--- config.mk ---
export PLATFORM = sky130hd
export DESIGN_NAME = gpp_field_collector
export DESIGN_NICKNAME = d
export VERILOG_FILES = /design/src/rtl/gpp_field_collector_pkg.sv /design/src/rtl/gpp_rec_fifo.sv /design/src/rtl/gpp_field_collector.sv
export SDC_FILE = /design/constraint.sdc
export NUM_CORES = 1
export LEC_CHECK = 0
export ABC_AREA = 1
export BUFFER_PORTS_ARGS = -buffer_cell sky130_fd_sc_hd__buf_2
export CAP_MARGIN = 15
export CELL_PAD_IN_SITES_DETAIL_PLACEMENT = 1
export CELL_PAD_IN_SITES_GLOBAL_PLACEMENT = 2
export CORE_MARGIN = 2
export CORE_UTILIZATION = 36
export CTS_BUF_LIST = sky130_fd_sc_hd__clkbuf_8
export DETAILED_ROUTE_END_ITERATION = 6
export PLACE_DENSITY_LB_ADDON = 0.1
export SLEW_MARGIN = 10
export SYNTH_ARGS = -nofsm -noshare
export SYNTH_HDL_FRONTEND = slang
export SYNTH_SLANG_ARGS = --single-unit
--- constraint.sdc ---
create_clock -name clk -period 4.1 [get_ports clk]
set_input_delay 0.205 -clock clk [delete_from_list [all_inputs] [get_ports clk]]
set_output_delay 0.205 -clock clk [all_outputs]
set_load 0.02 [all_outputs]
--- src/rtl/gpp_field_collector_pkg.sv ---
// Shared definitions for the gpp field collector: default field widths, FSM state type
// and the record error rule.
package gpp_field_collector_pkg;

    localparam int unsigned GPP_F0_W = 16;
    localparam int unsigned GPP_F1_W = 16;
    localparam int unsigned GPP_F2_W = 16;
    localparam int unsigned GPP_F3_W = 16;
    localparam int unsigned GPP_F4_W = 16;

    typedef enum logic {
        StIdle,
        StCollect
    } coll_state_e;

    // A record is bad if any field repeated or a required field never arrived.
    function automatic logic rec_err_calc(input logic [4:0] mask,
                                          input logic [4:0] req,
                                          input logic       dup);
        return dup | ((mask & req) != req);
    endfunction

endpackage

--- src/rtl/gpp_rec_fifo.sv ---
// Synchronous record FIFO; pointers carry one extra bit so full and empty are distinguishable.
module gpp_rec_fifo #(
    parameter int unsigned WIDTH = 8,
    parameter int unsigned DEPTH = 2,
    localparam int unsigned PW   = $clog2(DEPTH) + 1
) (
    input  logic             clk,
    input  logic             reset,
    input  logic             push_i,
    input  logic             pop_i,
    input  logic [WIDTH-1:0] wdata_i,
    output logic [WIDTH-1:0] rdata_o,
    output logic             full_o,
    output logic             empty_o,
    output logic [PW-1:0]    count_o
);

    localparam int unsigned AW = PW - 1;

    logic [WIDTH-1:0] mem_q [DEPTH];
    logic [PW-1:0]    wptr_q, wptr_d;
    logic [PW-1:0]    rptr_q, rptr_d;
    logic             do_push, do_pop;

    always_comb begin
        count_o = wptr_q - rptr_q;
        empty_o = (count_o == '0);
        full_o  = (count_o == PW'(DEPTH));
        do_pop  = pop_i & ~empty_o;
        // A full FIFO still takes a push when the head leaves in the same cycle.
        do_push = push_i & (~full_o | do_pop);
        wptr_d  = wptr_q + PW'(do_push);
        rptr_d  = rptr_q + PW'(do_pop);
        rdata_o = mem_q[rptr_q[AW-1:0]];
    end

    always_ff @(posedge clk) begin
        if (reset) begin
            wptr_q <= '0;
            rptr_q <= '0;
        end else begin
            wptr_q <= wptr_d;
            rptr_q <= rptr_d;
        end
    end

    always_ff @(posedge clk) begin
        if (do_push) begin
            mem_q[wptr_q[AW-1:0]] <= wdata_i;
        end
    end

endmodule

--- src/rtl/gpp_field_collector.sv ---
// Collects per-field pulses from gpp into one record per packet and queues the records
// behind a valid/ready interface, counting records lost to a full queue.
module gpp_field_collector
    import gpp_field_collector_pkg::*;
#(
    parameter int unsigned F0_W     = GPP_F0_W,
    parameter int unsigned F1_W     = GPP_F1_W,
    parameter int unsigned F2_W     = GPP_F2_W,
    parameter int unsigned F3_W     = GPP_F3_W,
    parameter int unsigned F4_W     = GPP_F4_W,
    parameter logic [4:0]  REQ_MASK = 5'b11111,
    parameter int unsigned DEPTH    = 2,
    parameter int unsigned CNT_W    = 16
) (
    input  logic             clk,
    input  logic             reset,
    input  logic [F0_W-1:0]  f0,
    input  logic [F1_W-1:0]  f1,
    input  logic [F2_W-1:0]  f2,
    input  logic [F3_W-1:0]  f3,
    input  logic [F4_W-1:0]  f4,
    input  logic             f0_v,
    input  logic             f1_v,
    input  logic             f2_v,
    input  logic             f3_v,
    input  logic             f4_v,
    input  logic             pkt_end,
    output logic             rec_valid,
    input  logic             rec_ready,
    output logic [F0_W-1:0]  rec_f0,
    output logic [F1_W-1:0]  rec_f1,
    output logic [F2_W-1:0]  rec_f2,
    output logic [F3_W-1:0]  rec_f3,
    output logic [F4_W-1:0]  rec_f4,
    output logic [4:0]       rec_mask,
    output logic             rec_err,
    output logic [CNT_W-1:0] drop_cnt
);

    localparam int unsigned REC_W = F0_W + F1_W + F2_W + F3_W + F4_W + 5 + 1;
    localparam int unsigned PW    = $clog2(DEPTH) + 1;

    coll_state_e      state_q, state_d;
    logic [4:0]       mask_q, mask_d;
    logic             dup_q, dup_d;
    logic [F0_W-1:0]  w_f0_q, w_f0_d;
    logic [F1_W-1:0]  w_f1_q, w_f1_d;
    logic [F2_W-1:0]  w_f2_q, w_f2_d;
    logic [F3_W-1:0]  w_f3_q, w_f3_d;
    logic [F4_W-1:0]  w_f4_q, w_f4_d;
    logic [CNT_W-1:0] drop_cnt_q, drop_cnt_d;

    logic [4:0]       fld_v, cap;
    logic [4:0]       new_mask;
    logic             new_dup;
    logic [F0_W-1:0]  new_f0;
    logic [F1_W-1:0]  new_f1;
    logic [F2_W-1:0]  new_f2;
    logic [F3_W-1:0]  new_f3;
    logic [F4_W-1:0]  new_f4;
    logic             close, pop, drop;
    logic [REC_W-1:0] rec_in, rec_head, rec_out;
    logic             fifo_full, fifo_empty;
    logic [PW-1:0]    fifo_count;

    always_comb begin
        fld_v    = {f4_v, f3_v, f2_v, f1_v, f0_v};
        cap      = fld_v & ~mask_q;
        new_mask = mask_q | fld_v;
        new_dup  = dup_q | (|(fld_v & mask_q));
        new_f0   = cap[0] ? f0 : w_f0_q;
        new_f1   = cap[1] ? f1 : w_f1_q;
        new_f2   = cap[2] ? f2 : w_f2_q;
        new_f3   = cap[3] ? f3 : w_f3_q;
        new_f4   = cap[4] ? f4 : w_f4_q;
        rec_in   = {rec_err_calc(new_mask, REQ_MASK, new_dup), new_mask,
                    new_f4, new_f3, new_f2, new_f1, new_f0};

        state_d = state_q;
        close   = 1'b0;
        unique case (state_q)
            StIdle: begin
                // A bare pkt_end with nothing collected produces no record.
                close = pkt_end & (|fld_v);
                if (|fld_v && !pkt_end) state_d = StCollect;
            end
            StCollect: begin
                close = pkt_end;
                if (pkt_end) state_d = StIdle;
            end
        endcase

        mask_d = close ? '0 : new_mask;
        dup_d  = close ? 1'b0 : new_dup;
        w_f0_d = close ? '0 : new_f0;
        w_f1_d = close ? '0 : new_f1;
        w_f2_d = close ? '0 : new_f2;
        w_f3_d = close ? '0 : new_f3;
        w_f4_d = close ? '0 : new_f4;

        pop        = rec_valid & rec_ready;
        drop       = close & fifo_full & ~pop;
        drop_cnt_d = drop_cnt_q;
        if (drop && drop_cnt_q != '1) drop_cnt_d = drop_cnt_q + CNT_W'(1);
    end

    always_ff @(posedge clk) begin
        if (reset) begin
            state_q    <= StIdle;
            mask_q     <= '0;
            dup_q      <= 1'b0;
            w_f0_q     <= '0;
            w_f1_q     <= '0;
            w_f2_q     <= '0;
            w_f3_q     <= '0;
            w_f4_q     <= '0;
            drop_cnt_q <= '0;
        end else begin
            state_q    <= state_d;
            mask_q     <= mask_d;
            dup_q      <= dup_d;
            w_f0_q     <= w_f0_d;
            w_f1_q     <= w_f1_d;
            w_f2_q     <= w_f2_d;
            w_f3_q     <= w_f3_d;
            w_f4_q     <= w_f4_d;
            drop_cnt_q <= drop_cnt_d;
        end
    end

    gpp_rec_fifo #(
        .WIDTH (REC_W),
        .DEPTH (DEPTH)
    ) u_fifo (
        .clk     (clk),
        .reset   (reset),
        .push_i  (close),
        .pop_i   (pop),
        .wdata_i (rec_in),
        .rdata_o (rec_head),
        .full_o  (fifo_full),
        .empty_o (fifo_empty),
        .count_o (fifo_count)
    );

    assert property (@(posedge clk) disable iff (reset) fifo_count <= PW'(DEPTH));

    // Head is forced to zero while empty so stale storage never shows on the outputs.
    assign rec_valid = ~fifo_empty;
    assign rec_out   = rec_valid ? rec_head : '0;
    assign {rec_err, rec_mask, rec_f4, rec_f3, rec_f2, rec_f1, rec_f0} = rec_out;
    assign drop_cnt  = drop_cnt_q;

endmodule

**After elaboration in Yosys (flattened, before gate mapping)**

Memories as Yosys holds them, arrays and structs flattened. A register that Yosys moved wholly into a read port is not among the register bits.
Cells that the tools add are included.

- Bits in registers: 107
- RAM bits: 172
- Input port bits: 89
- Output and inout port bits: 103
- Word-level logic and storage cells: 56
- Memories kept: 1

Memories:

| name | words | width | rd ports | clocked after Yosys merged registers in | wr ports | RTL line | RTL |
|---|---|---|---|---|---|---|---|
| u_fifo.mem_q | 2 | 86 | 1 | 1 | 1 | gpp_rec_fifo.sv:20 | `logic [WIDTH-1:0] mem_q [DEPTH];` |

- Add/sub/neg operators: 4
- Eq/ne operators: 3
- Multiplexer cells: 13
- Bitwise operators: 17
- Reduce and logical (&&, ||, !) cells: 7

Operators with widths:

| operator | count |
|---|---|
| 2-to-1 mux 86 bit | 1 |
| 2-to-1 mux 16 bit | 5 |
| adder 16 x 1 -> 16 bit (second input constant) | 1 |
| != test 16 bit (second input constant) | 1 |
| bitwise AND 5 bit | 2 |
| OR reduction 5 bit | 2 |
| bitwise AND 1 bit | 6 |
| 2-to-1 mux 1 bit | 5 |
| != test 5 bit (second input constant) | 1 |
| inverter 5 bit | 1 |
| OR 5 bit | 1 |
| adder 2 x 1 -> 2 bit | 2 |
| inverter 1 bit | 4 |
| one-hot mux 1 bit (2 select lines) | 2 |
| OR 1 bit | 3 |
| == test 2 bit (second input constant) | 1 |
| logical AND 1 bit | 2 |
| zero test 2 bit | 1 |
| OR reduction 2 bit | 1 |
| subtractor 2 bit | 1 |
| zero test 1 bit | 1 |

**Logic depth before layout (Yosys ltp)**

Gate-level depths: netlist (run 1).

- Depth in word-level cells: 9
- Depth in mapped cells: 11
- Depth with buffers taken out: 10

**Modules after synthesis**

Synthesis (run 1) repeated with hierarchy kept, for this count alone.

- Cell total of the unflattened synthesis: 1201
- Area, all modules: 12025.3 um2

By module, submodules not included:

| module | times used | cells an instance | area an instance (um2) |
|---|---|---|---|
| gpp_rec_fifo | 1 | 301 | 6653.9 |
| gpp_field_collector | 1 | 900 | 5371.4 |

**Worst setup path after synthesis (run 1)**

OpenSTA, ideal clock, no wires.

- Path type: reg-to-reg
- Start: reg u_fifo.rptr_q[0]
- End: mem u_fifo.mem_q[1][0] in the netlist's numbering (enable)
- Library setup time: 456 ps
- Arrival time: 2917 ps
- Required time: 3644 ps
- Path slack: 727 ps
- Stages on the path, launching flop included: 9
- Buffers on the path: 1
- Clock period less this slack: 3373 ps
- Path through: dfxtp_1 buf_6 inv_4 nand2_1 nand2_1 nand2_1 nor2_1 nor2_1 ha_1

- Cells in the longest elaborated chain, start to end: 9
- Elaborated cells on any way between the ends: 11

RTL lines:

| item | RTL line | RTL |
|---|---|---|
| from (decl) | gpp_rec_fifo.sv:22 | `logic [PW-1:0] rptr_q, rptr_d;` |
| from (signal assigned) | gpp_rec_fifo.sv:43 | `rptr_q <= rptr_d;` |
| subtractor 2 bit (*) | gpp_rec_fifo.sv:26 | `count_o = wptr_q - rptr_q;` |
| zero test 2 bit | gpp_rec_fifo.sv:27 | `empty_o = (count_o == '0);` |
| inverter 1 bit | gpp_rec_fifo.sv:29, gpp_field_collector.sv:149 |  |
| bitwise AND 1 bit | gpp_field_collector.sv:101 | `pop = rec_valid & rec_ready;` |
| bitwise AND 1 bit | gpp_rec_fifo.sv:29 | `do_pop = pop_i & ~empty_o;` |
| OR 1 bit (*) | gpp_rec_fifo.sv:31 | `do_push = push_i & (~full_o \| do_pop);` |
| bitwise AND 1 bit (*) | gpp_rec_fifo.sv:31 |  |
| 2-to-1 mux 1 bit (*) | gpp_rec_fifo.sv:48 | `if (do_push) begin` |
| 2-to-1 mux 1 bit (implied by the code) (*) | gpp_rec_fifo.sv:49 | `mem_q[wptr_q[AW-1:0]] <= wdata_i;` |
| to (decl) | gpp_rec_fifo.sv:20 |  |

Every way passes the cells marked *; elsewhere a longest branch is shown, timed or not.

**Worst setup path in the final report (run 1)**

- Start: reg u_fifo.rptr_q[0]
- End: out rec_f2[12]

- Cells in the longest elaborated chain, start to end: 3

RTL lines:

| item | RTL line | RTL |
|---|---|---|
| subtractor 2 bit | gpp_rec_fifo.sv:26 |  |
| zero test 2 bit | gpp_rec_fifo.sv:27 |  |
| 2-to-1 mux 86 bit | gpp_field_collector.sv:150 | `assign rec_out = rec_valid ? rec_head : '0;` |
| to (decl) | gpp_field_collector.sv:32 | `output logic [F2_W-1:0] rec_f2,` |

Every way passes these cells.

==> results of run 1 <==
[area by class of cell]
class	count	area, µm²	area share, %
sequential	279	7310	50.6
inverter	194	734	5.08
timing repair buffer	285	1900	13.2
clock buffer	66	908	6.28
multi-input combinational	682	3010	20.8
tap	396	495	3.43
clock inverter	24	98.8	0.684
[cells by family (layout without fill, tap and decap cells)]
group	Yosys count	count (layout)	share of synthesized area, %
AND/OR/NAND/NOR	484	484	17.0
flip-flops	279	279	64.8
buffers and inverters	250	569	8.87
AO/OA/AOI/OAI	188	188	8.49
XOR/XNOR	6	6	0.466
adder cells (fa/ha/maj)	4	4	0.444
[how the worst min path moves through the flow]
stage                  from        end  slack, ps
finish                f1[6]  w_f1_q[6]         40
global route          f1[6]  w_f1_q[6]         30
CTS                   f1[6]  w_f1_q[6]          1
detailed placement  pkt_end    state_q        470
global placement    pkt_end    state_q        460
floorplan              f3_v  mask_q[3]        350
[cells in the mapped netlist (3+ instances only)]
cell type and number:
nor2_2 3, nand2_2 8, nand4_1 5, edfxtp_1 172
a21oi_2 4, ha_1 4, xor2_1 3, o21ai_0 87
buf_4 3, clkbuf_1 34, nor2_1 123, dfxtp_1 107
xnor2_1 3, buf_2 12, buf_1 4, inv_1 190
nand2_1 322, nand3_1 15, a21oi_1 96
[registers in the layout, summed over array words and instances, names as in the netlist, 2 cells and up]
name and count:
drop_cnt 16, mask_q 5, u_fifo.mem_q 172, u_fifo.rptr_q 2
u_fifo.wptr_q 2, w_f0_q 16, w_f1_q 16, w_f2_q 16
w_f3_q 16, w_f4_q 16
[per-layer routing]
metal,vias to the layer above,GRT usage (%),share of wire [%]
met2,180,31.5,48
met4,0,5.53,2.0
li1,4394,-,-
met5,-,0,0
met1,4135,23.3,46
met3,42,2.94,3.9
[report_power, final]
part	internal, mW	switching [mW]	total (mW)	leakage, nW
combinational	0.505	1.20	1.70	3.38
sequential	3.24	0.0968	3.34	2.50
clock	1.43	1.10	2.53	0.569
[worst max-delay path: stages (launching register included)]
cell and delay, ps:
dfxtp_4 700, inv_4 40, nand2_1 70, nand2_1 70
nand2_1 110, clkinv_2 500, buf_12 400, a21oi_1 190
buf_2 190
[cell usage in the layout (no fill, tap or decap), drive strengths merged, types with 2 or more instances in the layout]
cell | netlist | routed
clkbuf | 34 | 66
nand4 | 5 | 5
dlygate4sd3 | 0 | 86
nand3 | 15 | 15
xnor2 | 3 | 3
nand3b | 2 | 2
nor2 | 128 | 128
nor3 | 2 | 2
xor2 | 3 | 3
buf | 22 | 199
dfxtp | 107 | 107
nand2 | 332 | 332
ha | 4 | 4
a21oi | 100 | 100
o21ai | 87 | 87
inv | 192 | 204
edfxtp | 172 | 172
clkinv | 2 | 13
[metrics by stage]
step | cells | cell area (µm²) | hold WS [ps] | utilization, % | setup slack [ps]
2_1_floorplan | 1211 | 11300 | 351 | - | 727
3_3_place_gp | 1750 | 12600 | 461 | 40.9 | 1410
3_5_place_dp | 1750 | 12600 | 469 | 40.9 | 1380
4_1_cts | 1926 | 14500 | 1.14 | 47.0 | 865
5_1_grt | 1926 | 14500 | 28.6 | 47.0 | 702
6_report | 1926 | 14500 | 44.3 | 47.0 | 1020
==> qor.txt, run 1 <==
GPL Wtd Cong -> 0.736
Resize count post-CTS -> 0
Yosys reg bits -> 279
Pre-antenna DRT Iters -> 4
ANT cells -> 0
critical path arrival -> 2880 ps
chip width -> 181 µm
Filler Cell Count -> 3555
floorplan row count -> 64
initial antenna violation count -> 0
status -> completed
synth top area cells -> edfxtp_1 46%, dfxtp_1 19%, nand2_1 11%
slew margin rel. -> 32.2%
largest net degree at the start of global routing -> 87
DIE AREA -> 32800 µm²
ratio of cells with drive above 1 in the final layout -> 19.4%
FF-to-FF Start -> u_fifo.rptr_q[0]
drt drc -> 0
CP endpoint kind -> output pin
drt total wl -> 29.4 mm
Peak Freq -> 324 MHz
Clock Tree Buf Depth -> 3
worst r2r dst -> u_fifo.mem_q[1][49]
GRT Total Usage -> 18.1%
Netlist cell types -> 29
critical path peak fanout -> 49
H-tree levels -> 2
min-delay worst type -> in -> reg
Reg2Reg Depth -> 8
final layout net count -> 1584
Synth Area per Inst -> 9.32 µm²
Primary FF master, synth -> edfxtp_1
pwr dens -> 524 nW/µm²
Worst VDD drop -> 258 µV
Max-Cap Viols -> 0
period utilization -> 75.2%
Reg2Reg Setup Slack -> 1480 ps
postcts setup bufs -> 0
RSZ-0062 raised after global routing -> false
Final Hold Fails -> 0
top-area cell type share of the netlist area -> 45.8%
asr flop ratio synth -> 0%
synthesized area -> 11300 µm²
Worst Skew -> 14.9 ps
Initial Util -> 36.7%
worst skew pair latency -> 560 ps
DRT iter0 DRCs -> 300
cell count after synthesis -> 1211
Root Buffer -> clkbuf_8
leak pwr -> 6.45 nW
drt wl/cell -> 15.3 µm
drt via density -> 4.54
leading area contributor after synthesis -> edfxtp_1
total grt overflow -> 0
YS warnings -> 0
Worst Setup SP -> u_fifo.rptr_q[0]
synthesis-to-finish area growth -> 28.1%
CTS buffer count -> 49
first-pass GRT wire length -> 47.3 mm
DR vias -> 8751
hold buffers post-CTS -> 86
io pins -> 192
CP required -> 3890 ps
max-slew violations -> 0
vias in the first global route -> 9136
CP endpoint -> rec_f2[12]
Die H -> 181 µm
Pwr Total -> 7.58 mW
TritonCTS clock tree -> built
nature of the critical path startpoint -> flop
Antenna Violating Nets Remaining -> 0
number of synthesized flops with an enable pin -> 172
DP Wirelength -> 18.9 mm
hold-critical path depth -> 3
Port Buffers -> 191
minimum clock period -> 3080 ps
total negative slack -> 0 ps
Seq/Total Area, Yosys -> 64.8%
Slew @ Worst Pin -> 1010 ps
# clock sinks -> 279
Worst-path clk slew -> 60 ps
core area -> 30700 µm²
WS Path Type -> reg -> out
Post-Syn Nets -> 1304
final setup violation count -> 0
(Power assumes the default switching activity.)
==> inputs of run 2 (changes only) <==
- ABC_AREA: 1 -> 0
- CORE_UTILIZATION: 36 -> 40
- clock period: 4.1 -> 2.9 ns (I/O delays scaled with it)
==> run 2 against run 1 <==
Effect of this change:
- sequential power grew 39%
- count of clock-buffer cells in the layout shrank 7
- largest cell class unchanged
- register-to-register slack lost 1100 ps
- synthesized cell count shrank 36%
- critical path type unchanged
- clock power grew 34%
- die area shrank 13%
- routed wire length shrank 13%
- critical path depth shrank 3
- final cell count shrank 24%
- design area shrank 2.5%
==> qor.txt, run 2 <==
minimum clock period -> 2730 ps
drt wl/cell -> 17.5 µm (+14%)
number of synthesized flops with an enable pin -> 172 (unchanged)
Simple-Gate Fraction of Synth Area -> 11.8% (-5.2 points)
postcts setup bufs -> 0 (unchanged)
sw frac -> 31.8% (+0.16 points)
total negative slack -> 0 ps (unchanged)
chip width -> 168 µm (-7.0%)
Clock Tree Buf Depth -> 3 (unchanged)
Worst-path clk slew -> 50 ps (about the same)
Antenna Violating Nets Remaining -> 0 (unchanged)
Reg2Reg Setup Slack -> 410 ps (-1070 ps)
Final Hold Fails -> 0 (unchanged)
Pre-antenna DRT Iters -> 4 (unchanged)
total grt overflow -> 0 (unchanged)
placed instance area -> 12300 µm² (-2.6%)
ratio of cells with drive above 1 in the final layout -> 32.3% (+13 points)
max-slew violations -> 0 (unchanged)
leading area contributor after synthesis -> edfxtp_1
hold endpoint -> u_fifo.rptr_q[0]
CP endpoint kind -> output pin
synth top area cells -> edfxtp_1 48%, dfxtp_1 20%, mux2_2 8.3%
drt drc -> 0 (unchanged)
RSZ-0062 raised after global routing -> false
critical path peak fanout -> 47 (-4.1%)
Worst VDD drop -> 518 µV (+100%)
Internal -> 7.45 mW (+44%)
xor/xnor share of the synthesized area -> 0.891% (+0.43 points)
Max-Cap Viols -> 0 (unchanged)
Min Hold Slack -> 71.5 ps (+27.2 ps)
synthesis-to-finish area growth -> 30.3%
min-delay worst type -> in -> reg
DR vias -> 7060 (-19%)
Root Buffer -> clkbuf_8
Primary FF master, synth -> edfxtp_1
critical path arrival -> 2580 ps (-300 ps)
largest net degree at the start of global routing -> 50 (-43%)
drt total wl -> 25.6 mm (-13%)
Synth Area in Adders -> 0.463% (+0.019 points)
Reg2Reg Depth -> 5 (-3)
io pins -> 192 (unchanged)
YS warnings -> 0 (unchanged)
core area -> 26700 µm² (-13%)
Slew @ Worst Pin -> 937 ps (-77.5 ps)
max reg flops -> 172 (unchanged)
hold-critical path depth -> 4 (+1)
Gate power share -> 26.5% (+4.0 points)
DIE AREA -> 28400 µm² (-13%)
CTS buffer count -> 48 (-2.0%)
period utilization -> 94.1%
synth cell count leaders -> 172 x edfxtp_1, 107 x dfxtp_1, 101 x nor2_1
Seq/Total Area, Yosys -> 67.6% (+2.8 points)
fin area -> 14100 µm² (-2.5%)
pwr dens -> 775 nW/µm² (+48%)
most frequent cells in the layout -> 191 x buf_2, 172 x edfxtp_1, 106 x dfxtp_1
FF-to-FF Start -> u_fifo.wptr_q[0]
first-pass GRT wire length -> 40.6 mm (-14%)
largest family of logic cells by synthesized area -> multiplexers
H-tree levels -> 2 (unchanged)
TritonCTS clock tree -> built
DP Wirelength -> 16.2 mm (-14%)
cell count after synthesis -> 777 (-36%)
most common cell after layout, fill and taps aside -> buf_2
slew margin rel. -> 37.5% (+5.3 points)
final setup violation count -> 0 (unchanged)
Sw Pwr -> 3.47 mW (+45%)
Synth Area per Inst -> 13.9 µm² (+49%)
final layout net count -> 1171 (-26%)
register share of total power -> 42.6% (-1.5 points)
final core occ -> 52.7% (+5.7 points)
Filler Cell Count -> 2732 (-23%)
worst skew pair latency -> 560 ps (about the same)
synthesized area -> 10800 µm² (-4.1%)
Clk pwr share -> 30.9% (-2.5 points)
worst r2r dst -> u_fifo.mem_q[0][41]
top-area cell type share of the netlist area -> 47.8% (+2.0 points)
drt via density -> 4.83 (+6.3%)
most frequent cell after synthesis -> edfxtp_1
DRT iter0 DRCs -> 316 (+5.3%)
GRT Total Usage -> 18.2% (+0.068 points)
Hold Crit Start -> rec_ready
floorplan row count -> 60 (-6.3%)
initial antenna violation count -> 3 (+3)
Netlist cell types -> 34 (+17%)
nature of the critical path startpoint -> flop
# clock sinks -> 279 (unchanged)
Die H -> 168 µm (-7.0%)
Port Buffers -> 191 (unchanged)
compound-gate portion of the synthesized area -> 1.10% (-7.4 points)
WS Path Type -> reg -> out
Worst Skew -> 21.1 ps (+6.23 ps)
GPL Wtd Cong -> 0.752 (+2.1%)
Peak Freq -> 366 MHz
asr flop ratio synth -> 0% (unchanged)
status -> completed
vias in the first global route -> 7674 (-16%)
Post-Syn Nets -> 870 (-33%)
Initial Util -> 40.5% (+3.8 points)
Yosys reg bits -> 279 (unchanged)
leak pwr -> 5.58 nW (-13%)
CP required -> 2760 ps (-1130 ps)
post-synthesis mux area share -> 16.4% (+16 points)
-- run 2: timing repair --
| action | 4_1_cts | 5_1_grt |
|---|---|---|
| setup endpoints to repair | 47 | 22 |
| hold endpoints to repair | 258 | 0 |
| resized for setup | 1 | 2 |
| hold buffers | 88 | 0 |
-- run 2: area by class of cell --
| cell class | count | area [µm²] | area share (%) |
|---|---|---|---|
| well taps | 341 | 427 | 3.03 |
| clock inverters | 31 | 126 | 0.896 |
| flip-flops and latches | 279 | 7310 | 51.9 |
| clock buffers | 59 | 812 | 5.76 |
| inverters | 5 | 18.8 | 0.133 |
| repair buffers | 295 | 2040 | 14.5 |
| diodes | 3 | 7.51 | 0.0533 |
| multi-input cells | 449 | 3360 | 23.8 |
-- run 2: logic make-up (layout without fill, tap and decap cells) --
group           Yosys count  count (layout)
flops                   279             279
simple gates            248             248
mux                     167             167
buf+inv                  49             390
compound gates           19              19
xor+xnor                 11              11
fa+ha+maj                 4               4
other cells               0               3
-- run 2: power by group through the flow --
stage | combinational [mW] | sequential (mW) | clock (mW)
floorplan | 1.83 | 4.71 | 0
global placement | 2.81 | 4.71 | 0
detailed placement | 2.84 | 4.73 | 0
CTS | 2.94 | 4.65 | 3.50
global route | 3.14 | 4.67 | 3.68
finish | 2.89 | 4.65 | 3.38
-- run 2: how the worst max path moves through the flow --
stage / startpoint / end / slack (ps) / cells past startpoint
final: u_fifo.rptr_q[0] / rec_f0[14] / 170 / 5
after detailed placement: u_fifo.rptr_q[0] / rec_f1[6] / 410 / 5
after global placement: u_fifo.rptr_q[0] / rec_f1[15] / 440 / 5
after global routing: u_fifo.rptr_q[0] / rec_f1[6] / 4 / 5
after floorplan: u_fifo.rptr_q[0] / u_fifo.mem_q[1][0] / 240 / 6
after CTS: u_fifo.rptr_q[0] / rec_f2[0] / 40 / 5
-- run 2: metrics by stage --
step / std cells / power (mW) / setup WS (ps)
2_1_floorplan: 777 / 6.54 / 237
3_3_place_gp: 1281 / 7.53 / 440
3_5_place_dp: 1281 / 7.57 / 409
4_1_cts: 1459 / 11.1 / 36.6
5_1_grt: 1462 / 11.5 / 3.52
6_report: 1462 / 10.9 / 170
-- run 2: metal layers --
metal | part of all wire, % | GRT usage, % | wire length, µm
met5 | 0 | 0 | 0
met2 | 49 | 31.5 | 12600
met1 | 43 | 22.4 | 11100
met4 | 2.5 | 6.33 | 634
met3 | 5.1 | 4.16 | 1310
-- run 2: critical path, cell delays in order, from the launching register on --
cell     delay [ps]
dfxtp_4         340
buf_4           560
buf_8           480
mux2i_1         280
nor2_1           80
buf_2           190
